### config.mk
export PLATFORM = sky130hd
export DESIGN_NAME = data_memory_arbiter
export DESIGN_NICKNAME = d
export VERILOG_FILES = /design/src/rtl/data_memory_pkg.sv /design/src/rtl/data_memory_arbiter_checker.sv /design/src/rtl/data_memory_arbiter_rr_arbiter2.sv /design/src/rtl/data_memory_arbiter.sv
export SDC_FILE = /design/constraint.sdc
export NUM_CORES = 1
export LEC_CHECK = 0
export ABC_AREA = 1
export ABC_CLOCK_PERIOD_IN_PS = 2050
export BUFFER_PORTS_ARGS = -buffer_cell sky130_fd_sc_hd__buf_2
export CAP_MARGIN = 25
export CORE_MARGIN = 1.5
export CORE_UTILIZATION = 49
export CTS_BUF_LIST = sky130_fd_sc_hd__clkbuf_2 sky130_fd_sc_hd__clkbuf_4 sky130_fd_sc_hd__clkbuf_8
export CTS_CLUSTER_SIZE = 12
export DETAILED_ROUTE_END_ITERATION = 6
export PLACE_DENSITY = 0.82
export SYNTH_ARGS = -nofsm -noshare
export SYNTH_HDL_FRONTEND = slang
export SYNTH_SLANG_ARGS = --single-unit
### constraint.sdc
create_clock -name clk -period 2.05 [get_ports clk]
set_clock_uncertainty 0.1 [all_clocks]
set_input_delay 0.41 -clock clk [delete_from_list [all_inputs] [get_ports clk]]
set_output_delay 0.41 -clock clk [all_outputs]
set_load 0.01 [all_outputs]
### src/rtl/data_memory_pkg.sv
// Shared definitions for the two-port data memory arbiter: state encoding,
// access-type encoding and default bus widths.
package data_memory_pkg;

  localparam int ADDR_W_DEF = 8;
  localparam int DATA_W_DEF = 8;

  // Encoding of the sequencer states.
  typedef enum logic [1:0] {
    ST_IDLE   = 2'd0,
    ST_ACCESS = 2'd1,
    ST_DONE   = 2'd2
  } state_e;

  // Encoding of the memory read_write strobe.
  localparam logic RW_READ  = 1'b0;
  localparam logic RW_WRITE = 1'b1;

endpackage

### src/rtl/data_memory_arbiter_checker.sv
// Run-time invariants of the arbiter outputs; not part of the datapath.
module data_memory_arbiter_checker
  import data_memory_pkg::*;
(
  input logic       clk,
  input logic       rst_n,
  input logic [1:0] state,
  input logic       ack0,
  input logic       ack1,
  input logic       mem_read_write
);

  // Both ports must never be acknowledged in the same cycle.
  ack_exclusive_a : assert property (@(posedge clk) disable iff (!rst_n)
    !(ack0 && ack1));

  // The write strobe may only be raised while the memory access is in flight.
  write_only_in_access_a : assert property (@(posedge clk) disable iff (!rst_n)
    mem_read_write |-> (state == 2'(ST_ACCESS)));

endmodule

### src/rtl/data_memory_arbiter_rr_arbiter2.sv
// Combinational 2-way round-robin pick. A lone requester always wins; on a
// tie the port that did not win last time is chosen.
module rr_arbiter2 (
  input  logic req0,
  input  logic req1,
  input  logic last_grant,
  output logic grant_valid,
  output logic grant_id
);

  // Select the winning port from the request pair and the previous winner.
  always_comb begin
    grant_valid = 1'b0;
    grant_id    = 1'b0;
    case ({req1, req0})
      2'b01: begin
        grant_valid = 1'b1;
        grant_id    = 1'b0;
      end
      2'b10: begin
        grant_valid = 1'b1;
        grant_id    = 1'b1;
      end
      2'b11: begin
        grant_valid = 1'b1;
        grant_id    = ~last_grant;
      end
      default: begin
        grant_valid = 1'b0;
        grant_id    = 1'b0;
      end
    endcase
  end

endmodule

### src/rtl/data_memory_arbiter.sv
// Two-port round-robin arbiter and sequencer in front of a single-port
// data memory. Port 0 is the CPU data path, port 1 the debug/loader port.
// Each access takes IDLE -> ACCESS -> DONE; the ack pulse and the read data
// are registered, and the memory sees stable address/data/rw for the whole
// ACCESS cycle.
module data_memory_arbiter
  import data_memory_pkg::*;
#(
  parameter int ADDR_W = ADDR_W_DEF,
  parameter int DATA_W = DATA_W_DEF
) (
  input  logic              clk,
  input  logic              rst_n,
  input  logic              req0,
  input  logic              we0,
  input  logic [ADDR_W-1:0] addr0,
  input  logic [DATA_W-1:0] wdata0,
  output logic              ack0,
  output logic [DATA_W-1:0] rdata0,
  input  logic              req1,
  input  logic              we1,
  input  logic [ADDR_W-1:0] addr1,
  input  logic [DATA_W-1:0] wdata1,
  output logic              ack1,
  output logic [DATA_W-1:0] rdata1,
  output logic [ADDR_W-1:0] mem_address,
  output logic [DATA_W-1:0] mem_write_data,
  output logic              mem_read_write,
  input  logic [DATA_W-1:0] mem_read_data,
  output logic              busy
);

  state_e              state_r;
  logic                grant_r;
  logic                last_grant_r;
  logic                ack0_r;
  logic                ack1_r;
  logic [DATA_W-1:0]   rdata0_r;
  logic [DATA_W-1:0]   rdata1_r;
  logic [ADDR_W-1:0]   mem_address_r;
  logic [DATA_W-1:0]   mem_wdata_r;
  logic                mem_rw_r;
  logic                busy_r;

  logic                grant_valid_s;
  logic                grant_id_s;
  logic                sel_we_s;
  logic [ADDR_W-1:0]   sel_addr_s;
  logic [DATA_W-1:0]   sel_wdata_s;

  rr_arbiter2 u_rr_arbiter2 (
    .req0        (req0),
    .req1        (req1),
    .last_grant  (last_grant_r),
    .grant_valid (grant_valid_s),
    .grant_id    (grant_id_s)
  );

  // Route the winning port's request fields toward the memory registers.
  always_comb begin
    sel_we_s    = RW_READ;
    sel_addr_s  = '0;
    sel_wdata_s = '0;
    if (grant_id_s) begin
      sel_we_s    = we1;
      sel_addr_s  = addr1;
      sel_wdata_s = wdata1;
    end else begin
      sel_we_s    = we0;
      sel_addr_s  = addr0;
      sel_wdata_s = wdata0;
    end
  end

  // Sequencer: latch a winner in IDLE, run one memory cycle, pulse ack.
  always_ff @(posedge clk) begin
    if (!rst_n) begin
      state_r       <= ST_IDLE;
      grant_r       <= 1'b0;
      last_grant_r  <= 1'b1;
      ack0_r        <= 1'b0;
      ack1_r        <= 1'b0;
      rdata0_r      <= '0;
      rdata1_r      <= '0;
      mem_address_r <= '0;
      mem_wdata_r   <= '0;
      mem_rw_r      <= RW_READ;
      busy_r        <= 1'b0;
    end else begin
      case (state_r)
        ST_IDLE: begin
          ack0_r <= 1'b0;
          ack1_r <= 1'b0;
          if (grant_valid_s) begin
            grant_r       <= grant_id_s;
            last_grant_r  <= grant_id_s;
            mem_address_r <= sel_addr_s;
            mem_wdata_r   <= sel_wdata_s;
            mem_rw_r      <= sel_we_s;
            busy_r        <= 1'b1;
            state_r       <= ST_ACCESS;
          end else begin
            mem_rw_r <= RW_READ;
            busy_r   <= 1'b0;
          end
        end
        ST_ACCESS: begin
          // A write commits at this edge; a read captures the memory output.
          if (mem_rw_r == RW_READ) begin
            if (grant_r) begin
              rdata1_r <= mem_read_data;
            end else begin
              rdata0_r <= mem_read_data;
            end
          end
          mem_rw_r <= RW_READ;
          ack0_r   <= ~grant_r;
          ack1_r   <= grant_r;
          state_r  <= ST_DONE;
        end
        ST_DONE: begin
          ack0_r  <= 1'b0;
          ack1_r  <= 1'b0;
          busy_r  <= 1'b0;
          state_r <= ST_IDLE;
        end
        default: begin
          ack0_r   <= 1'b0;
          ack1_r   <= 1'b0;
          mem_rw_r <= RW_READ;
          busy_r   <= 1'b0;
          state_r  <= ST_IDLE;
        end
      endcase
    end
  end

  assign ack0           = ack0_r;
  assign ack1           = ack1_r;
  assign rdata0         = rdata0_r;
  assign rdata1         = rdata1_r;
  assign mem_address    = mem_address_r;
  assign mem_write_data = mem_wdata_r;
  assign busy           = busy_r;
  // The strobe register only clears at the reset edge itself, which is also
  // the edge that would commit a write; qualifying with rst_n keeps an
  // aborted ACCESS write from reaching the memory.
  assign mem_read_write = mem_rw_r & rst_n;

  data_memory_arbiter_checker u_checker (
    .clk            (clk),
    .rst_n          (rst_n),
    .state          (state_r),
    .ack0           (ack0),
    .ack1           (ack1),
    .mem_read_write (mem_read_write)
  );

endmodule

## After elaboration in Yosys (flattened, before gate mapping)

Cells that the tools add are included.

- Input bits: 46
- Output and inout port bits: 36
- Flip-flop bits (word level): 40
- Word-level logic and storage cells: 38

- Bitwise logic cells: 4
- Reductions and logical operators: 6
- Eq/ne operators: 6
- Muxes and demuxes: 11

Operator list:

| cell | number |
|---|---|
| $mux 8 | 2 |
| $eq 2x2->1 const B | 3 |
| $pmux 1 s2 | 3 |
| $reduce_and 3->1 | 2 |
| $eq 2x1->1 const B | 2 |
| $mux 1 | 4 |
| $pmux 2 s2 | 1 |
| $reduce_and 2->1 | 2 |
| $not 1->1 | 3 |
| $reduce_or 3->1 | 1 |
| $logic_not 2->1 | 1 |
| $mux 2 | 1 |
| $ne 2x2->1 const B | 1 |
| $and 1x1->1 | 1 |

## Longest topological paths before layout

- Depth after elaboration: 5
- Depth in mapped cells: 8
- Mapped depth without buffers: 7

## Hierarchy

A second synthesis with hierarchy kept.

- Cell total of the unflattened synthesis: 290
- Area total of the unflattened synthesis: 1898.1 um2

Modules (own cells, without submodules):

| module | area each (um2) | cells each | seq. area each (um2) | instances |
|---|---|---|---|---|
| data_memory_arbiter | 1883.1 | 287 | 800.8 | 1 |
| rr_arbiter2 | 15.0 | 3 | 0.0 | 1 |

## Worst setup path before layout

No wires, ideal clock.

- Path kind: input -> output
- Start: input port rst_n
- End: output port mem_read_write
- Slack: 599 ps
- Arrival: 941 ps
- Cell stages on the path: 4
- Buffers on the path: 2
- Data required time: 1540 ps
- Cell sequence: buf_2 -> clkbuf_1 -> nand2_1 -> inv_1

- Cells in the longest elaborated chain, start to end: 1

Ends and longest elaborated chain:

| item | RTL line | RTL |
|---|---|---|
| start, declared | data_memory_arbiter.sv:13 | `input logic rst_n,` |
| $and 1x1->1 | data_memory_arbiter.sv:148 | `assign mem_read_write = mem_rw_r & rst_n;` |
| end, declared | data_memory_arbiter.sv:28 | `output logic mem_read_write,` |

Every way passes these cells.

## Worst setup path after layout

- Start: register mem_rw_r
- End: output port mem_read_write

- Cells in the longest elaborated chain, start to end: 1

Ends and longest elaborated chain:

| item | RTL line | RTL |
|---|---|---|
| start, declared | data_memory_arbiter.sv:42 | `logic mem_rw_r;` |
| start signal, assigned | data_memory_arbiter.sv:99 | `mem_rw_r <= sel_we_s;` |
| $and 1x1->1 | data_memory_arbiter.sv:148 |  |

Every way passes these cells.

==> results.cfg <==
[outcome]
status = finished, final reports clean

[critical_path]
critPathBufInv = 2
path_cells = nand2_1, inv_1, buf_2
r2r-end = rdata1[2]
r2r_cells = 4
worstSetupEndpointType = output pin
worst-setup-path-type = reg -> out
slowest_stage = dfxtp_1
critPathArrivalTime_ns = 1.00
cp_max_fo = 4
required_ns = 1.54
crit_family = flip-flops
cp-start-kind = flip-flop
reg2reg_slack_ns = 0.66
worst_path_largest_cell_delay_ns = 0.42
crit_cells = 3
crit_end = mem_read_write
rr_startpoint = state_r[1]
worstSetupStartpoint = mem_rw_r

[routing]
drt-pass1-iter-count = 4
drcViolationCount = 0
wl_per_cell_um = 9.61
drt_iter0_drc = 54
routed_wl_mm = 3.59
ant_nets = 0
route.vias.total = 1740
via_per_inst = 4.65

[timing]
fin_crit_ns = 1.51
rsz0062_at_grt = no
maxSlewHeadroom = 0.674
finalWorstSetupSlack_ns = 0.537
tightestPinTransition_ns = 0.488
setup_violations = 0
hold_violations = 0
period_share = 0.738
maxSlewViolCount = 0
tns_ns = 0
fmax_mhz = 661

[grt]
grt_antenna_before_repair = 0
grt_overflow_total = 0
grt_max_degree = 36
grt_pass1_vias = 1519
grt_pass1_wl_mm = 6.50
track_usage = 0.205

[clocking]
clock-sinks = 40
clk_latency_ns = 0.34
cts_buffer_depth = 2
ctsResizeCount = 0
cts_buffers = 5
clk_pin_slew_ns = 0.11
htreeDepth = 2
postCtsHoldBufs = 0
root_buffer = clkbuf_4
cts_tree = done
postCtsSetupBuffers = 0

[pwr]
netSwitchingFraction = 0.293
p_sw_mw = 0.479
cellPowerDensity_nw_per_um2 = 755
finalPower_mw = 1.64
p_leak_nw = 1.18
peakVddDrop_v = 0.000470
p_int_mw = 1.16
power_frac_seq = 0.533
pwr-share-clk = 0.260
comb_power_share = 0.208

[placement]
dp_slack_ns = 0.505
io_buffers = 81
gp_congestion = 0.790
dp_hpwl_mm = 2.76

[layout]
drive_gt1_frac = 0.308
final_common_cell = buf_2
antennaDiodeCount = 0
final_cell_mix = 81 x buf_2, 68 x nor2_1, 49 x nand2_1, 40 x dfxtp_1, 23 x inv_1
num-nets-final = 373
area_delta_synth_final_pct = 26.7

[synthesis]
seq_area_frac_synth = 0.467
yosysUniqueCellTypes = 16
ys_warn_count = 0
syn_avg_cell_area_um2 = 6.88
synth_top_area_cell = dfxtp_1
synthTopCellsByArea = dfxtp_1 47%, nor2_1 15%, nand2_1 11%, inv_1 5.0%, o21ai_1 4.7%
synth-seq-cells = 40
syn_area_um2 = 1710
synth_top_cell_area_share = 0.467
synthCells = 249
synth_nets = 295

[floorplanning]
start_util = 0.513
row_count = 21
die_w_um = 62.1
die_y_um = 62.1
fp.coreArea_um2 = 3340
die_area_um2 = 3860
ios = 82

[job]
max_cap_viol_count = 0

[min_path]
hold_class = in -> reg
## final cells by class
| cell class | count | area (um2) |
|---|---|---|
| fill | 335 | 1170 |
| sequential | 40 | 801 |
| multi-input combinational | 171 | 732 |
| timing repair buffer | 82 | 413 |
| inverter | 27 | 101 |
| clock buffer | 7 | 58.8 |
| tap | 46 | 57.6 |
| clock inverter | 1 | 7.51 |
## cell families after synthesis
kind of cell           synth area share
DFF                               0.467
and+or+nand+nor                   0.325
buffers and inverters             0.105
AOI/OAI and AO/OA                 0.102
## worst register-to-register path: stages (launching register included)
cell	delay (ns)
dfxtp_1	0.35
nor2_2	0.36
nand2_2	0.18
o21ai_0	0.23
nor2_1	0.06
## stage by stage
step,util,hold slack (ns),std cells,cell area (um2)
after floorplan,-,0.329,249,1710
after global placement,0.631,0.352,366,2100
after detailed placement,0.631,0.355,366,2100
after CTS,0.651,0.223,374,2170
after global routing,0.651,0.220,374,2170
final,0.651,0.232,374,2170
## cell usage after synthesis
library cell,n
inv_2,4
a21oi_1,11
dfxtp_1,40
buf_6,3
nand2_2,3
clkbuf_1,2
nor2_8,1
nand3_1,12
o21ai_0,8
inv_1,23
buf_2,3
nor2_1,68
nand2_1,49
o21ai_1,16
nor2_2,3
buf_4,3
## registers in the layout, indices dropped and copies added, names as in the netlist
register / cells
ack1: 1
mem_write_data: 8
rdata0: 8
mem_address: 8
grant_r: 1
state_r: 2
busy: 1
mem_rw_r: 1
last_grant_r: 1
rdata1: 8
ack0: 1
## worst min-delay path by stage
stage	cells past startpoint	endpoint	from	slack, ns
floorplan	2	last_grant_r	last_grant_r	0.33
global route	3	rdata0[2]	mem_read_data[2]	0.22
global placement	2	rdata0[2]	rdata0[2]	0.35
detailed placement	2	rdata0[2]	rdata0[2]	0.36
finish	3	rdata0[2]	mem_read_data[2]	0.23
CTS	3	rdata0[2]	mem_read_data[2]	0.22
## metal layers
layer / track usage / wire length (um) / vias up
li1: - / - / 922
met1: 0.274 / 1690 / 757
met2: 0.327 / 1640 / 57
met3: 0.0598 / 226 / 4
met4: 0.0556 / 36 / 0
met5: 0 / 0 / -
## power groups by stage
stage          Clock [mW]  Combinational (mW)  Sequential [mW]
6_report            0.426               0.340            0.873
2_1_floorplan           0               0.209            0.914
4_1_cts             0.435               0.344            0.873
5_1_grt             0.474               0.391            0.882
3_3_place_gp            0               0.338            0.890
3_5_place_dp            0               0.344            0.890
(Power assumes the default switching activity.)
